`src/rtl/bus_arb_pkg.sv`:
```
// Shared types for the two-master bus arbiter: FSM states, master ids, lock limit.
package bus_arb_pkg;
  typedef enum logic [1:0] {
    ARB   = 2'd0,
    LOCK0 = 2'd1,
    LOCK1 = 2'd2
  } arb_state_e;

  typedef logic master_id_t;

  localparam master_id_t M0 = 1'b0;
  localparam master_id_t M1 = 1'b1;
  localparam int LOCK_MAX_DEFAULT = 16;

  function automatic master_id_t other(input master_id_t id);
    return ~id;
  endfunction
endpackage

```
`src/rtl/rr_arb2.sv`:
```
// Two-way combinational arbiter: a lone requester wins, contention goes to ptr_i.
module rr_arb2
  import bus_arb_pkg::*;
(
  input  logic [1:0] req_i,
  input  master_id_t ptr_i,
  output logic [1:0] gnt_o
);
  always_comb begin
    gnt_o = req_i;
    if (req_i == 2'b11) begin
      gnt_o = (ptr_i == M1) ? 2'b10 : 2'b01;
    end
  end
endmodule

```
`src/rtl/bus_arbiter.sv`:
```
// Arbitrates LSU (m0) and debug loader (m1) onto one slave with same-cycle grant,
// lock support for read-modify-write, and 1-cycle read-response routing.
module bus_arbiter
  import bus_arb_pkg::*;
#(
  parameter int AW       = 16,
  parameter int DW       = 32,
  parameter int LOCK_MAX = LOCK_MAX_DEFAULT
) (
  input  logic          clk,
  input  logic          rst,
  input  logic          m0_req,
  input  logic          m0_we,
  input  logic          m0_lock,
  input  logic [AW-1:0] m0_addr,
  input  logic [DW-1:0] m0_wdata,
  input  logic [3:0]    m0_bmask,
  output logic          m0_gnt,
  output logic          m0_rvld,
  output logic [DW-1:0] m0_rdata,
  input  logic          m1_req,
  input  logic          m1_we,
  input  logic          m1_lock,
  input  logic [AW-1:0] m1_addr,
  input  logic [DW-1:0] m1_wdata,
  input  logic [3:0]    m1_bmask,
  output logic          m1_gnt,
  output logic          m1_rvld,
  output logic [DW-1:0] m1_rdata,
  output logic          s_req,
  output logic          s_we,
  output logic [AW-1:0] s_addr,
  output logic [DW-1:0] s_wdata,
  output logic [3:0]    s_bmask,
  input  logic [DW-1:0] s_rdata
);
  arb_state_e state_q, state_d;
  master_id_t ptr_q, ptr_d, owner_q, owner_d;
  logic [7:0] cnt_q, cnt_d, cnt_inc;
  logic       pend_q, pend_d;
  logic [1:0] rr_gnt, gnt;
  master_id_t win;
  logic       granted, win_we, win_lock;

  rr_arb2 u_rr_arb2 (
    .req_i ({m1_req, m0_req}),
    .ptr_i (ptr_q),
    .gnt_o (rr_gnt)
  );

  // While locked the other master stalls regardless of the pointer.
  always_comb begin
    gnt = 2'b00;
    if (!rst) begin
      case (state_q)
        ARB:     gnt = rr_gnt;
        LOCK0:   gnt = {1'b0, m0_req};
        LOCK1:   gnt = {m1_req, 1'b0};
        default: gnt = 2'b00;
      endcase
    end
  end

  assign win      = gnt[1];
  assign granted  = |gnt;
  assign win_we   = (win == M1) ? m1_we   : m0_we;
  assign win_lock = (win == M1) ? m1_lock : m0_lock;
  assign cnt_inc  = (cnt_q == 8'hFF) ? cnt_q : cnt_q + 8'd1;
  assign pend_d   = granted & ~win_we;
  assign owner_d  = win;

  always_ff @(posedge clk or posedge rst) begin
    if (rst) begin
      state_q <= ARB;
      ptr_q   <= M0;
      cnt_q   <= '0;
      pend_q  <= 1'b0;
      owner_q <= M0;
    end else begin
      state_q <= state_d;
      ptr_q   <= ptr_d;
      cnt_q   <= cnt_d;
      pend_q  <= pend_d;
      owner_q <= owner_d;
    end
  end

  always_comb begin
    state_d = state_q;
    ptr_d   = ptr_q;
    cnt_d   = cnt_q;
    case (state_q)
      ARB: begin
        cnt_d = '0;
        if (m0_req && m1_req) ptr_d = other(win);
        if (granted && win_lock) begin
          state_d = (win == M1) ? LOCK1 : LOCK0;
          cnt_d   = 8'd1;
        end
      end
      LOCK0, LOCK1: begin
        cnt_d = cnt_inc;
        if (!granted) begin
          state_d = ARB;
          cnt_d   = '0;
        end else if (cnt_inc == 8'(LOCK_MAX)) begin
          // Forced release: this transfer still goes, then the other master gets priority.
          state_d = ARB;
          cnt_d   = '0;
          ptr_d   = other(win);
        end else if (!win_lock) begin
          state_d = ARB;
          cnt_d   = '0;
        end
      end
      default: begin
        state_d = ARB;
        cnt_d   = '0;
      end
    endcase
  end

  always_comb begin
    m0_gnt   = gnt[0];
    m1_gnt   = gnt[1];
    s_req    = granted;
    s_we     = granted & win_we;
    s_bmask  = granted ? ((win == M1) ? m1_bmask : m0_bmask) : 4'b0000;
    s_addr   = (win == M1) ? m1_addr  : m0_addr;
    s_wdata  = (win == M1) ? m1_wdata : m0_wdata;
    m0_rvld  = pend_q & (owner_q == M0);
    m1_rvld  = pend_q & (owner_q == M1);
    m0_rdata = s_rdata;
    m1_rdata = s_rdata;
  end
endmodule

```
`config.mk`:
```
export PLATFORM = sky130hd
export DESIGN_NAME = bus_arbiter
export DESIGN_NICKNAME = d
export VERILOG_FILES = /design/src/rtl/bus_arb_pkg.sv /design/src/rtl/rr_arb2.sv /design/src/rtl/bus_arbiter.sv
export SDC_FILE = /design/constraint.sdc
export NUM_CORES = 1
export LEC_CHECK = 0
export ABC_CLOCK_PERIOD_IN_PS = 3100
export CORE_AREA = 2 2 104 106
export DETAILED_ROUTE_END_ITERATION = 6
export DIE_AREA = 0 0 106 108
export PLACE_DENSITY = 0.66
export RECOVER_POWER = 100
export SLEW_MARGIN = 20
export SYNTH_ARGS = -nofsm -noshare
export SYNTH_HDL_FRONTEND = slang
export SYNTH_HIERARCHICAL = 1
export SYNTH_SLANG_ARGS = --single-unit
```
`constraint.sdc`:
```
create_clock -name clk -period 3.1 [get_ports clk]
set_input_delay 0.465 -clock clk [delete_from_list [all_inputs] [get_ports clk]]
set_output_delay 0.465 -clock clk [all_outputs]
set_load 0.02 [all_outputs]
```
==> results.txt, run 1 <==
- Port buffering added between 150 and 200 buffers.
- Setup repair after global routing missed its margin: no
* Die span in x: 106 µm
* Min-Delay Endpoint: state_q[0]
* Syn Nets: ~480
- GPL Wtd Cong: ~0.94
* Number of warnings issued by yosys: 6
* Synthesized-area fraction occupied by adder cells: 0.03019
* Parity-gate share of the synthesized area counting xor and xnor cells: 0.008454
- Largest family of logic cells by synthesized area: simple AND/OR/NAND/NOR gates
- Min-Delay Path Class: register to register
- Core ar.: between 10,000 and 15,000 µm²
* Portion of netlist area occupied by mux cells: 0.01027
- Internal power comes to 854.0 µW.
* Total power: about 1.7 mW
* Routed WL: 8721 µm
- Drc violations: 0
- Share of power burned in combinational logic: 0.780
* Clock network power share: 0.091
* Pleak: between 1.5 and 2 nW
- Count of boundary I/O pins: between 200 and 300
* Slew Limit Headroom: 0.6558
- Between clock sinks in the finished design, the worst skew comes to around 4.3 ps.
* # rows: 37
- After synthesis, the netlist uses 45 different library cells.
- Terminus of the critical flop-to-flop path: state_q[0]
* Hold-fix buffers at CTS: 0
* Slew @ Worst Pin: 515.8 ps
* Fillers: 1,094
* Number of buffer and inverter stages on the critical path: 3
- Critical Path Max Stage Delay: about 490 ps
- The die covers between 10,000 and 15,000 µm².
- Number of cells on the worst reg-to-reg path: 10
- The max-slew violation count is 0.
* Tightest hold margin: 594.8 ps
* Number of buffers created by CTS: 3
- Cell family contributing the most delay on the critical path: buffers and inverters
- Setup slack on the worst reg-to-reg path comes out at around 660 ps.
- The worst setup path is launched from an input pin.
- For this run, asynchronously set or reset flops after synthesis account for 1.000.
- Critical path's slowest cell: clkdlybuf4s50_1
- In this run, the number of DRC markers left after iteration 0 of detailed routing was 120.
* Crit. End Element: output pin
* Post-synthesis share of cell area spent on and, or, nand and nor gates: 0.3647
- Largest net degree at the start of global routing: 32
- The worst-case IR drop observed on VDD is about 0.14 mV.
- P per Cell Area: around 490 nW/µm²
- Buffer levels on the longest clock path: 2
- Library cell used as clock root buffer: clkbuf_8
- Most used flip-flop cell after synthesis: dfrtp_1
- After synthesis, the mean cell area works out to 6.356 µm².
- Data arrival time of the worst path: roughly 2500 ps
* Maximum capacitance violations: 0
* Total clock sinks: 13
* Fraction of power consumed by sequential logic: 0.128
- From synthesis to final layout, the design area changed by 65.82%.
* Count of flip-flops with a built-in enable after synthesis: 0
* Share of cells above drive strength 1: 0.06452
- The first detailed-routing pass took 4 iterations.
- Setup Total Neg Slack: 0 ps
- After the last flow step, the layout net total stands at just under 600.
- The detail route stage leaves a number of antenna-violating nets equal to 0.
- The number of hold violations in the final report came to 0.
- Setup violations remaining at the end of the flow were counted as 0.
* Sw Pwr: about 850 µW
* Vert. Die Dim: 108 µm
* Top achievable clock speed: approximately 330 MHz
- Beginning of the worst register-to-register path: state_q[0]
* Deepest level of the CTS H-tree: 1
* Final period util: 0.9685
- The number of global-route vias before repair came to around 2,400.
- Post-synthesis cell area: 2072 µm²
- Run status: finished clean
- Critical path required time: ~2600 ps
* Remaining global-route overflow: 0
* Average detailed-routed wire length per instance: roughly 15 µm
* Final critical delay including setup and external delays: ~3000 ps
* Sw Ratio: 0.4976
- Routed via count divided by cell count: about 4.2
* Number of instances in the synthesized netlist: about 330
- Skew-Pair Late Insertion Delay: 250 ps
- After clock tree synthesis, the clock-pin slew on the worst setup and hold paths is around 60 ps.
- For this run, the share of the core covered by cells in the final layout is 0.3358.
* Critical path cell sequence: clkdlybuf4s50_1 -> a21boi_2 -> a22oi_1 -> or3_2 -> buf_4 -> and2_4 -> a22o_1 -> dlygate4sd2_1
* Ant. Diodes: 0
- In this run, synthesis produced a sequential element count of 13.
- The startpoint identified for the worst hold timing path is state_q[0].
* CTS tree: yes
* Sequential fraction of the synthesis area: 0.1570
* Peak fanout along the critical path: 5
* Routed via count: between 2,000 and 2,500
* GRT Resource Usage Total: 0.1385
- Initial antenna violation count: 0
- The first global-routing pass estimated approximately 13,000 µm of wire.
- The compound-gate portion of the synthesized area was 0.1304.
* Setup Crit Path Kind: input pin to output pin
- Worst Hold Depth: 2
* Starting density of the core: 0.2025
* Estimated wirelength of the detail-placed design: 7211 µm
-- power by group through the flow --
stage	Sequential [mW]	Clock (mW)	Combinational, mW
after floorplan	0.214	0	0.891
after global routing	0.222	0.170	1.43
after global placement	0.219	0	1.52
after detailed placement	0.222	0	1.53
final	0.218	0.155	1.33
after CTS	0.219	0.160	1.40
-- worst reg2reg max path, stage by stage (launching register included) --
cell and delay, ps:
dfrtp_1 410, inv_1 110, ha_1 180, a22oi_1 80, or3_2 460, inv_2 120
buf_12 140, clkbuf_1 200, a22oi_1 180, or3_1 380, o211ai_1 90
-- synthesized netlist by cell type (2+ instances only) --
master	number	area (µm²)
a211oi_2	3	37.54
a21boi_1	2	15.01
a21oi_1	5	25.02
a22o_1	5	43.79
a22oi_1	2	15.01
a31oi_1	3	18.77
and4_1	2	17.52
buf_2	3	15.01
buf_4	71	533.0
clkbuf_1	5	18.77
dfrtp_1	13	325.3
ha_1	5	62.56
inv_1	9	33.78
inv_2	2	7.510
nand2_1	148	555.5
nand3_1	8	40.04
nand4_1	2	12.51
nor2_1	4	15.01
nor3_1	6	30.03
or3_1	3	18.77
-- per-stage QoR --
stage	cell area (µm²)	setup WS, ps	std cells
floorplan	2072	649.0	326
global placement	3527	-191.6	566
detailed placement	3527	-211.3	566
CTS	3506	42.63	570
global route	3436	17.92	570
finish	3436	97.74	570
-- worst max path at each step --
stage,startpoint,cells past startpoint,to
detailed placement,m1_req,10,s_addr[1]
finish,m1_req,8,s_we
floorplan,state_q[0],8,s_bmask[0]
global route,m1_req,8,s_we
global placement,m1_req,8,s_bmask[2]
CTS,m1_req,8,s_we
-- layout make-up --
| cell class | count | area (µm²) | area share |
|---|---|---|---|
| multi-input combinational | 222 | 1090 | 0.3172 |
| tap | 136 | 170.2 | 0.04953 |
| clock buffer | 4 | 45.04 | 0.01311 |
| inverter | 11 | 41.29 | 0.01202 |
| sequential | 13 | 325.3 | 0.09468 |
| timing repair buffer | 184 | 1764 | 0.5135 |
-- cell families (layout without fill, tap and decap cells) --
logic type	Yosys count	in the layout
multiplexers	2	2
XOR/XNOR	2	2
AND/OR/NAND/NOR	181	181
flip-flops	13	13
buffers and inverters	91	199
adder cells (fa/ha/maj)	5	5
AO/OA/AOI/OAI	32	32
-- routing by layer --
metal	vias up	GRT usage	routed length, µm
met1	1077	0.1644	3498
met4	0	0.03195	139
met3	18	0.03978	714
li1	1193	-	-
met5	-	0	0
met2	128	0.2479	4368
-- cells in the final DEF, fill, tap and decap left out, types with 2 or more instances in the layout --
| master | count |
|---|---|
| a211oi_2 | 3 |
| a21boi_0 | 2 |
| a21oi_1 | 5 |
| a22o_1 | 6 |
| a22oi_1 | 3 |
| a31oi_1 | 3 |
| and4_1 | 2 |
| buf_12 | 5 |
| buf_2 | 2 |
| buf_4 | 8 |
| clkbuf_1 | 7 |
| clkbuf_8 | 3 |
| clkdlybuf4s50_1 | 111 |
| dfrtp_1 | 13 |
| dlygate4sd2_1 | 48 |
| dlygate4sd3_1 | 3 |
| ha_1 | 5 |
| inv_1 | 9 |
| inv_2 | 2 |
| nand2_1 | 149 |
| nand3_1 | 8 |
| nand4_1 | 2 |
| nor2_1 | 4 |
| nor3_1 | 6 |
| o211ai_1 | 2 |
| or3_1 | 2 |
-- flip-flops by register name, indices dropped and copies added (netlist names) --
signal   count
pend_q       1
ptr_q        1
owner_q      1
state_q      2
cnt_q        8
-- what timing repair did --
item | 4_1_cts | 5_1_grt
resized for setup | 53 | 14
buffers inserted | 0 | 0
setup endpoints to repair | 53 | 22
Power figures use the tool's default switching activity.
==> run 2: changes to the inputs <==
--- a/config.mk
+++ b/config.mk
@@ -9,7 +9,7 @@
 export CORE_AREA = 2 2 104 106
 export DETAILED_ROUTE_END_ITERATION = 6
 export DIE_AREA = 0 0 106 108
-export PLACE_DENSITY = 0.66
+export PLACE_DENSITY = 0.69
 export RECOVER_POWER = 100
 export SLEW_MARGIN = 20
 export SYNTH_ARGS = -nofsm -noshare
==> run 2 against run 1 <==
Setup slack better by 94 ps. Register-to-register slack better by 100 ps. Worst hold slack worse by 12 ps. Critical path depth up 1. Sequential power about the same. Clock power about the same. Cell count up 0.35%. Sequential share of layout area about the same. Power up 0.14%. Non-clock buffer count up 2. Fmax up 3.2%.
==> results.txt, run 2 (synthesis results as in run 1) <==
* Min-Delay Path Class: register to register
* Routed WL: 8767 µm
- Pin placement for this block handled 266 I/O pins.
- Core ar.: just over 10,000 µm²
* Total power: between 1.5 and 2 mW
- Number of cells on the worst reg-to-reg path: 10
- Of the total power, registers draw 0.128.
* Largest Register: cnt_q
* Worst setup startpoint: m1_req
- For this run, the post-layout net count is around 590.
- For this block, the initial DRC count from the detailed router was 134.
- The max-slew violation count came to 0.
* Count of final hold-check violations: 0
* Drc violations: 0
- Setup repair after global routing left no endpoint under its margin.
- Sw Ratio: 0.4980
- In this run the core area contains 37 standard-cell rows.
* Terminus of the critical flop-to-flop path: state_q[0]
- Maximum capacitance violations: 0
- Most frequent cells in the layout: 149 x nand2_1, 110 x clkdlybuf4s50_1, 51 x dlygate4sd2_1
- Once routing completed, OpenROAD measured the worst setup slack at approximately 190 ps.
- Share of cells above drive strength 1: 0.07339
- Drt pass-1 iters: 4
* Ant. Diodes: 0
- Via count of the first global-routing pass: approximately 2,400
- The floorplan step set the die height to about 110 µm.
- TritonCTS built the clock tree.
- Post-DP Area: 3562 µm²
- Pre-CTS worst setup slack: -166.5 ps
- Hold-fix buffers at CTS: 0
- Buffers added to address setup during post-CTS repair amount to 0.
- Headroom to the max-slew limit came out at 0.6427.
- After routing the design area is around 3400 µm².
- Number of flip-flops in the largest register: 8
- The clock period could shrink to around 2900 ps.
- Dividing total power by cell area gives a power density of between 400 and 500 nW/µm².
- Startpoint type of the worst setup path: input pin
- Initial antenna violation count: 0
- Data arrival time of the worst path: approximately 2400 ps
- Peak fanout along the critical path: 7
- Remaining global-route overflow: 0
- Area growth syn-to-layout: 66.30%
- First-pass GRT wire length: around 13,000 µm
- Sw Pwr: about 850 µW
- Setup violations remaining at the end of the flow were counted as 0.
- Slew @ Worst Pin: between 500 and 600 ps
- Of the total power, the clock network draws 0.092.
- For this run, the total global-route usage over all layers was measured as 0.1397.
* Crit. End Element: output pin
- Share of power burned in combinational logic: 0.780
- Estimated wirelength of the detail-placed design: around 7300 µm
- No sink is reached through more buffers than the 2 on the longest clock path.
- Clock tree synthesis selected as its root buffer the cell clkbuf_8.
- Setup Total Neg Slack: 0 ps
* Resized cells post-CTS: 52
- STA puts the critical path data required time at ~2600 ps.
- The die covers approximately 11,000 µm².
- Final period util: 0.9383
- Beginning of the worst register-to-register path: state_q[0]
- Entering global routing, the biggest net connects 27 pins.
* Run status: finished clean
* Top achievable clock speed: around 340 MHz
- For this block, the via count after detailed routing is between 2,000 and 2,500.
- IO Port Bufs: between 150 and 200
* Starting density of the core: 0.2025
* Number of nets with antenna violations after routing: 0
- Setup Crit Path Kind: input pin to output pin
- Dividing the detail-routed via count by the number of cells gives roughly 4.3.
* GPL Wtd Cong: 0.8798
- Total clock sinks: 13
- Fill cells in the final layout number 1,120.
- For flop-to-flop paths, the worst setup slack is 760 ps.
- Buffers inserted during clock tree synthesis total 3.
- Setup crit end: s_bmask[3]
- Deepest level of the CTS H-tree: 1
* Leading cell type in the layout, fill and taps excluded: nand2_1
* Worst hold path startpoint: state_q[1]
* Skew-Pair Late Insertion Delay: 250 ps
- After detailed routing, the average wire length per cell comes to 15.33 µm.
* Peak supply drop: 0.1932 mV
* Final setup skew: between 5 and 6 ps
- Pleak: roughly 1.7 nW
- Top Registers: cnt_q: 8 flops, state_q: 2 flops
- From left edge to right edge, the die measures around 110 µm.
- Cell internal pwr: ~850 µW
- CTS clk-pin slew, worst paths: around 50 ps
-- run 2: cell types whose count changed in the layout (fill, tap and decap cells not counted), moves of 2 or more --
cell,previous run,this run
clkbuf_2,0,5
clkbuf_1,7,4
dlygate4sd2_1,48,51
buf_12,5,3
buf_2,2,0
buf_4,8,10
-- run 2: how the worst min path moves through the flow --
stage / cells past startpoint / slack (ps) / endpoint
3_5_place_dp: 2 / 570 / state_q[1]
2_1_floorplan: 1 / 340 / cnt_q[0]
4_1_cts: 2 / 580 / state_q[1]
5_1_grt: 2 / 630 / state_q[1]
3_3_place_gp: 2 / 550 / state_q[1]
6_report: 2 / 580 / state_q[1]
-- run 2: power groups by stage --
stage	Clock, mW	Combinational (mW)	Sequential (mW)
finish	0.156	1.33	0.217
global route	0.167	1.45	0.222
CTS	0.159	1.44	0.218
detailed placement	0	1.56	0.221
global placement	0	1.54	0.219
floorplan	0	0.891	0.214
-- run 2: stage by stage --
step	util	hold slack (ps)	cells
after floorplan	-	342.0	326
after global placement	0.3482	549.3	568
after detailed placement	0.3482	566.2	568
after CTS	0.3466	578.5	572
after global routing	0.3368	630.5	572
final	0.3368	582.8	572
-- run 2: final cells by class --
cell class / instances / area, µm² / share of cell area
multi-input combinational: 222 / 1102 / 0.3199
tap: 136 / 170.2 / 0.04938
sequential: 13 / 325.3 / 0.09441
inverter: 11 / 43.79 / 0.01271
timing repair buffer: 186 / 1759 / 0.5105
clock buffer: 4 / 45.04 / 0.01307
-- run 2: routing by layer --
| layer | part of all wire | global-route usage | vias up |
|---|---|---|---|
| li1 | - | - | 1195 |
| met1 | 0.38 | 0.1583 | 1093 |
| met2 | 0.49 | 0.2516 | 130 |
| met3 | 0.11 | 0.04943 | 20 |
| met4 | 0.017 | 0.03383 | 0 |
| met5 | 0 | 0 | - |
-- run 2: critical path: stages --
cell	delay, ps
clkdlybuf4s50_1	470
a21boi_1	160
a22oi_1	100
or3_4	370
buf_4	170
and2_4	140
buf_4	160
a22o_1	200
clkbuf_2	200
